==> src/rtl/mem_arbiter.sv <==
// Byte-wide memory port shared by instruction fetch and the load/store buffer.
// Multi-byte accesses are split into per-byte bus cycles, little-endian.
module mem_arbiter #(
    parameter int unsigned ADDR_W = 32,
    parameter logic [1:0]  IO_SEL = 2'b11
) (
    input  logic              clk_in,
    input  logic              rst_in,
    input  logic              rdy_in,
    input  logic              flush,
    input  logic              if_req,
    input  logic [ADDR_W-1:0] if_addr,
    output logic              if_done,
    output logic [31:0]       if_data,
    input  logic              lsb_req,
    input  logic              lsb_wr,
    input  logic [1:0]        lsb_size,
    input  logic [ADDR_W-1:0] lsb_addr,
    input  logic [31:0]       lsb_wdata,
    output logic              lsb_done,
    output logic [31:0]       lsb_rdata,
    input  logic [7:0]        mem_din,
    output logic [7:0]        mem_dout,
    output logic [ADDR_W-1:0] mem_a,
    output logic              mem_wr,
    input  logic              io_buffer_full
);

    typedef enum logic [1:0] {
        IDLE,
        IF_READ,
        LSB_READ,
        LSB_WRITE
    } state_e;

    state_e            state_q;
    logic [2:0]        idx_q;
    logic [2:0]        n_q;
    logic              v_q;
    logic [ADDR_W-1:0] addr_q;
    logic [31:0]       wdata_q;
    logic [31:0]       buf_q;
    logic              last_lsb_q;
    logic              if_done_q;
    logic              lsb_done_q;
    logic [31:0]       if_data_q;
    logic [31:0]       lsb_rdata_q;

    logic        rd_busy;
    logic        io_stall;
    logic [2:0]  rd_ptr;
    logic [2:0]  a_off;
    logic        issue_ok;
    logic        last_byte;
    logic        if_ok;
    logic        lsb_ok;
    logic        grant_if;
    logic        grant_lsb;
    logic [2:0]  n_d;
    logic [31:0] buf_d;

    assign rd_busy  = (state_q == IF_READ) || (state_q == LSB_READ);
    assign io_stall = (addr_q[17:16] == IO_SEL) && io_buffer_full;

    // v_q: mem_din this cycle carries byte idx_q; idx_q counts bytes done.
    assign rd_ptr    = idx_q + {2'b00, v_q};
    assign issue_ok  = rd_ptr < n_q;
    assign last_byte = v_q && (idx_q == n_q - 3'd1);

    // While paused, keep requesting the first byte not yet captured.
    assign a_off = (rd_busy && rdy_in) ? rd_ptr : idx_q;

    // A requester's held req is ignored during its own done cycle.
    assign if_ok     = if_req && !if_done_q;
    assign lsb_ok    = lsb_req && !lsb_done_q;
    assign grant_lsb = lsb_ok && (!if_ok || !last_lsb_q);
    assign grant_if  = if_ok && !grant_lsb;

    always_comb begin
        unique case (lsb_size)
            2'd0:    n_d = 3'd1;
            2'd1:    n_d = 3'd2;
            default: n_d = 3'd4;
        endcase
    end

    always_comb begin
        buf_d = buf_q;
        buf_d[{idx_q[1:0], 3'b000} +: 8] = mem_din;
    end

    always_comb begin
        mem_a    = '0;
        mem_dout = 8'h00;
        mem_wr   = 1'b0;
        unique case (state_q)
            IDLE: begin
            end
            IF_READ, LSB_READ: begin
                mem_a = addr_q + {{(ADDR_W-3){1'b0}}, a_off};
            end
            LSB_WRITE: begin
                mem_a    = addr_q + {{(ADDR_W-3){1'b0}}, a_off};
                mem_dout = wdata_q[{idx_q[1:0], 3'b000} +: 8];
                mem_wr   = rdy_in && !io_stall;
            end
        endcase
    end

    always_ff @(posedge clk_in or negedge rst_in) begin
        if (!rst_in) begin
            state_q     <= IDLE;
            idx_q       <= '0;
            n_q         <= '0;
            v_q         <= 1'b0;
            addr_q      <= '0;
            wdata_q     <= '0;
            buf_q       <= '0;
            last_lsb_q  <= 1'b0;
            if_done_q   <= 1'b0;
            lsb_done_q  <= 1'b0;
            if_data_q   <= '0;
            lsb_rdata_q <= '0;
        end else begin
            if_done_q  <= 1'b0;
            lsb_done_q <= 1'b0;
            if (!rdy_in) begin
                if (rd_busy) v_q <= 1'b1;
            end else begin
                unique case (state_q)
                    IDLE: begin
                        if (!flush && (grant_if || grant_lsb)) begin
                            idx_q <= '0;
                            v_q   <= 1'b0;
                            buf_q <= '0;
                            if (grant_lsb) begin
                                last_lsb_q <= 1'b1;
                                addr_q     <= lsb_addr;
                                wdata_q    <= lsb_wdata;
                                n_q        <= n_d;
                                state_q    <= lsb_wr ? LSB_WRITE : LSB_READ;
                            end else begin
                                last_lsb_q <= 1'b0;
                                addr_q     <= if_addr;
                                n_q        <= 3'd4;
                                state_q    <= IF_READ;
                            end
                        end
                    end
                    IF_READ, LSB_READ: begin
                        if (flush) begin
                            state_q <= IDLE;
                        end else begin
                            if (v_q) begin
                                buf_q <= buf_d;
                                idx_q <= idx_q + 3'd1;
                            end
                            v_q <= issue_ok;
                            if (last_byte) begin
                                state_q <= IDLE;
                                if (state_q == IF_READ) begin
                                    if_done_q <= 1'b1;
                                    if_data_q <= buf_d;
                                end else begin
                                    lsb_done_q  <= 1'b1;
                                    lsb_rdata_q <= buf_d;
                                end
                            end
                        end
                    end
                    LSB_WRITE: begin
                        if (!io_stall) begin
                            idx_q <= idx_q + 3'd1;
                            if (idx_q == n_q - 3'd1) begin
                                state_q    <= IDLE;
                                lsb_done_q <= 1'b1;
                            end
                        end
                    end
                endcase
            end
        end
    end

    assign if_done   = if_done_q;
    assign if_data   = if_data_q;
    assign lsb_done  = lsb_done_q;
    assign lsb_rdata = lsb_rdata_q;

endmodule

==> config.mk <==
export PLATFORM = sky130hd
export DESIGN_NAME = mem_arbiter
export DESIGN_NICKNAME = d
export VERILOG_FILES = /design/src/rtl/mem_arbiter.sv
export SDC_FILE = /design/constraint.sdc
export NUM_CORES = 1
export LEC_CHECK = 0
export BUFFER_PORTS_ARGS = -buffer_cell sky130_fd_sc_hd__buf_4
export CAP_MARGIN = 20
export CORE_MARGIN = 2
export CORE_UTILIZATION = 30
export DETAILED_ROUTE_END_ITERATION = 16
export MAX_ROUTING_LAYER = met4
export SETUP_SLACK_MARGIN = 0.05
export SLEW_MARGIN = 20
export SYNTH_ARGS = -nofsm -noshare
export SYNTH_HDL_FRONTEND = slang
export SYNTH_SLANG_ARGS = --single-unit
==> constraint.sdc <==
create_clock -name clk_in -period 2.9 [get_ports clk_in]
set_input_delay 0.435 -clock clk_in [delete_from_list [all_inputs] [get_ports clk_in]]
set_output_delay 0.435 -clock clk_in [all_outputs]
set_load 0.1 [all_outputs]
* Word level (Yosys, flattened, before mapping) *
Index checks and enable logic that the tools add are counted.

cells by class
  multiplexer cells = 43
  shift operators = 3
  eq/ne operators = 15
  reduce and logical (&&, ||, !) cells = 33
  bitwise gates (word level) = 2
  add/sub/neg operators = 5
  $lt $le $gt $ge = 1

operators with widths
  kind                                                                    count
  32-bit two-way mux                                                      5
  32-bit case mux with 2 select lines                                     1
  32-bit by 3-bit adder with 32-bit output                                1
  32-bit bitwise mux                                                      1
  8-bit by 7-bit variable shift with 32-bit output, first input constant  1
  32-bit by 6-bit variable part select with 8-bit output                  1
  8-bit by 7-bit variable part select with 32-bit output                  1
  5-bit AND reduction                                                     5
  1-bit two-way mux                                                       18
  3-bit two-way mux                                                       6
  2-bit two-way mux                                                       6
  2-bit != test, second input constant                                    5
  1-bit logical AND                                                       9
  3-bit != test, second input constant                                    3
  3-bit case mux with 3 select lines                                      1
  8-bit two-way mux                                                       1
  4-bit AND reduction                                                     2
  1-bit logical NOT                                                       7
  5-bit negation with 7-bit output                                        1
  2-bit equality test, second input constant                              3
  2-bit case mux with 3 select lines                                      1
  3-bit case mux with 2 select lines                                      1
  2-bit by 1-bit equality test with 1-bit output, second input constant   2
  2-bit logical NOT                                                       2
  13 further kinds                                                        18

storage, ports and cells
  flip-flop bits (word level) = 172
  output and inout port bits = 107
  input port bits = 114
  logic and storage cells = 114

* Depth between registers and ports, before layout *
  depth in word-level cells = 12
  mapped depth = 12
  gate-level depth less buffers = 11

* Worst setup path after synthesis *
OpenSTA, ideal clock, no wires.

  kind = reg-to-output
  from = register idx_q[0]
  to = output mem_a[16]
  arrival = 4.093 ns
  data required time = 2.465 ns
  path slack = -1.628 ns
  buffers on the path = 3
  stages on the path, launching flop included = 11
  cells stage by stage = dfrtp_1 clkbuf_1 buf_1 mux2_2 ha_1 fa_1 a21o_1 nand4_1 clkbuf_1 or3_2 a21oi_1

between the ends
  longest elaborated chain between the ends = 4

RTL lines
  item                                          line      source
  from (decl)                                   37        logic [2:0] idx_q;
  from (signal assigned)                        156       idx_q <= idx_q + 3'd1;
  from (signal assigned)                        173       idx_q <= idx_q + 3'd1;
  3-bit by 1-bit adder with 3-bit output        66        assign rd_ptr = idx_q + {2'b00, v_q};
  3-bit two-way mux (*)                         71        assign a_off = (rd_busy && rdy_in) ? rd_ptr : idx_q;
  32-bit by 3-bit adder with 32-bit output (*)  100, 103
  32-bit two-way mux (*)                        -
  to (decl)                                     24        output logic [ADDR_W-1:0] mem_a,

Every way passes the cells marked *; elsewhere a longest branch is shown, timed or not.

* Worst setup path after layout *
  from = register v_q
  to = output mem_a[26]

between the ends
  longest elaborated chain between the ends = 4

RTL lines
  item                                      line      source
  from (decl)                               39        logic v_q;
  from (signal assigned)                    158       v_q <= issue_ok;
  3-bit by 1-bit adder with 3-bit output    66
  3-bit two-way mux                         71
  32-bit by 3-bit adder with 32-bit output  100, 103
  32-bit two-way mux                        -

No other way between the ends.

==> metrics.csv <==
metric,value,unit
route.vias.total,6751,
synth_edf_count,0,
fin_nets,1174,
final_hold_viol_count,0,
grt_pass1_vias,6874,
finalCriticalPeriod,3546,ps
grt.overflow.total,0,
synth_area_per_cell,10.88,µm²
cts_max_level,4,
worstHoldPathType,in -> reg,
cts_max_path_buffers,2,
yosys_warnings,0,
die_area,30360,µm²
worst_slack,-645.6,ps
ys_top_cells_by_area,"dfrtp_1 50%, mux2_2 13%, o21ai_0 4.3%",
path_clk_slew,70,ps
root_buffer,clkbuf_16,
worst_ep_arrival_time,3110,ps
hpwl,17430,µm
crit_fanout,6,
yosysUniqueCellTypes,49,
die_y,174.2,µm
grt_max_degree,68,
finalSetupViolCount,31,
worst_pin_slew,581.5,ps
wl,23920,µm
dp_slack,-282.8,ps
std_cell_rows,62,
antenna_found_initial,0,
routabilityCongestion,0.8173,
drt_iter0_drc,419,
crit_type,reg -> out,
post-place-cells,1397,
worstReg2RegStart,idx_q[0],
ys_seq_elements,172,
final_cell_count_no_fill,1438,
drt_first_pass_iters,5,
drive_gt1_share,46.11,%
violations,setup timing,
r2r_slack,340,ps
ys.flop_type,dfrtp_1,
worst_clock_skew,15.64,ps
rsz0062_at_grt,yes,
async_reset_ff_share,100.0,%
worstPathRequired,2470,ps
ir_worst_vdd,0.4658,mV
die-width,174.2,µm
fp.coreArea,28630,µm²
worst_hold_path.num_cells,2,
synth_nets,932,
power.density,1033,nW/µm²
critPathLaunch,v_q,
power.leakage,5.838,nW
drc_errors,0,
cts_tree,yes,
min-delay-start,lsb_wdata[16],
outcome,"finished, violations left",
cp-start-kind,register,
n_antenna_cell,0,
yosys.area.top_type,dfrtp_1,
mostFrequentLayoutCell,buf_4,
synth_cells,799,
slew_violations,0,
grt_first_pass_wirelength,37960,µm
crit_path_end_kind,output port,
clkLatencyLatePin,430,ps
r2r_cells,8,
netlist_area,8695,µm²
n_fill_cell,2683,
fin_util,43.70,%
max_cap_violations,0,
final.period_utilization,122.3,%
cts_buffers,17,
portBuffers,220,
wl_per_cell,16.64,µm
clock.fmax,0.2820,GHz
hold-worst-slack,240.8,ps
start_util,30.37,%
pin_count,221,
cts.sinks,172,
grt_use_total,16.29,%
via_per_inst,4.695,
synth_top_area_share,49.50,%
postRouteAntennaNets,0,
layout_common_cells,"232 x buf_4, 172 x dfrtp_1, 97 x mux2_2, 90 x nand2_1, 73 x o21ai_0",
areaGrowthSynthToFinish,43.88,%
slew_headroom,61.06,%
seq_area_frac_synth,49.50,%
==> registers in the layout, summed over array words and instances (netlist names) <==
register and count:
lsb_done 1, v_q 1, wdata_q 32, state_q 2
lsb_rdata 32, if_done 1, buf_q 32, if_data 32
addr_q 32, last_lsb_q 1, n_q 3, idx_q 3
==> final cells by class <==
| class | instances | area [µm²] | share of cell area (%) |
|---|---|---|---|
| Clock buffer | 19 | 452.9 | 3.621 |
| Multi-Input combinational cell | 532 | 4546 | 36.34 |
| Timing Repair Buffer | 269 | 2374 | 18.97 |
| Sequential cell | 172 | 4304 | 34.41 |
| Tap cell | 384 | 480.5 | 3.841 |
| Clock inverter | 13 | 168.9 | 1.350 |
| Inverter | 49 | 183.9 | 1.470 |
==> cells by family (layout without fill, tap and decap cells) <==
| kind of cell | count (synthesis) | after routing | synth area share, % |
|---|---|---|---|
| and+or+nand+nor | 210 | 210 | 11.74 |
| xor gates and xnor gates | 30 | 30 | 3.195 |
| muxes | 140 | 140 | 18.69 |
| DFF | 172 | 172 | 49.50 |
| AOI/OAI and AO/OA | 133 | 133 | 9.584 |
| adders and majority gates | 19 | 19 | 2.821 |
| buffers and inverters | 95 | 350 | 4.461 |
==> routing by layer <==
layer | wire [µm] | share of wire, % | vias to the layer above | global-route usage [%]
met4 | 250 | 1.0 | 0 | 3.641
met3 | 1150 | 4.8 | 14 | 3.478
met2 | 11730 | 49 | 173 | 26.60
met1 | 10800 | 45 | 3309 | 20.79
li1 | - | - | 3255 | -
met5 | 0 | 0 | - | -
==> cells in the mapped netlist, types with 9 or more instances <==
master    instances
dfrtp_1         172
mux2_2           99
nand2_1          93
o21ai_0          75
inv_1            48
a22o_1           34
mux2i_1          33
nor2_1           32
clkbuf_1         23
xnor2_1          22
ha_1             18
and2_1           12
nand3_1          10
nor3_1           10
nor4_1            9
==> repair_timing <==
action	4_1_cts	5_1_grt
cloned	1	0
resized for setup	83	20
setup endpoints to repair	31	47
setup buffers	5	2
pin swaps	2	11
hold endpoints to repair	48	0
hold buffers	1	0
==> power by group <==
group,internal [mW],switching [mW]
Combinational,2.62,4.44
Clock,1.28,1.07
Sequential,3.00,0.510
==> final timing paths <==
check	endpoint
max in group asynchronous	if_data[18]
hold reg to reg	buf_q[5]
setup reg to reg	buf_q[7]
min in group asynchronous	addr_q[10]
setup / recovery	mem_a[26]
hold / removal	wdata_q[16]
==> worst max-delay path, cell delays in order, from the launching register on <==
cell	delay, ps
dfrtp_1	380
ha_2	200
ha_4	270
mux2_4	160
buf_4	110
fa_2	200
a21o_1	150
nand4_1	170
buf_6	190
nor4b_1	360
xnor2_1	180
nor2_4	150
buf_12	180
==> through the flow <==
step | setup TNS [ps] | cell area (µm²) | total power, mW
after detailed placement | -4168 | 11340 | 9.908
after global routing | -19520 | 12510 | 13.57
after CTS | -16130 | 12390 | 12.88
final | -15920 | 12510 | 12.92
after floorplan | -6275 | 9066 | 8.312
after global placement | -3420 | 11340 | 9.839
No activity file was read; power rests on OpenSTA's default activity.
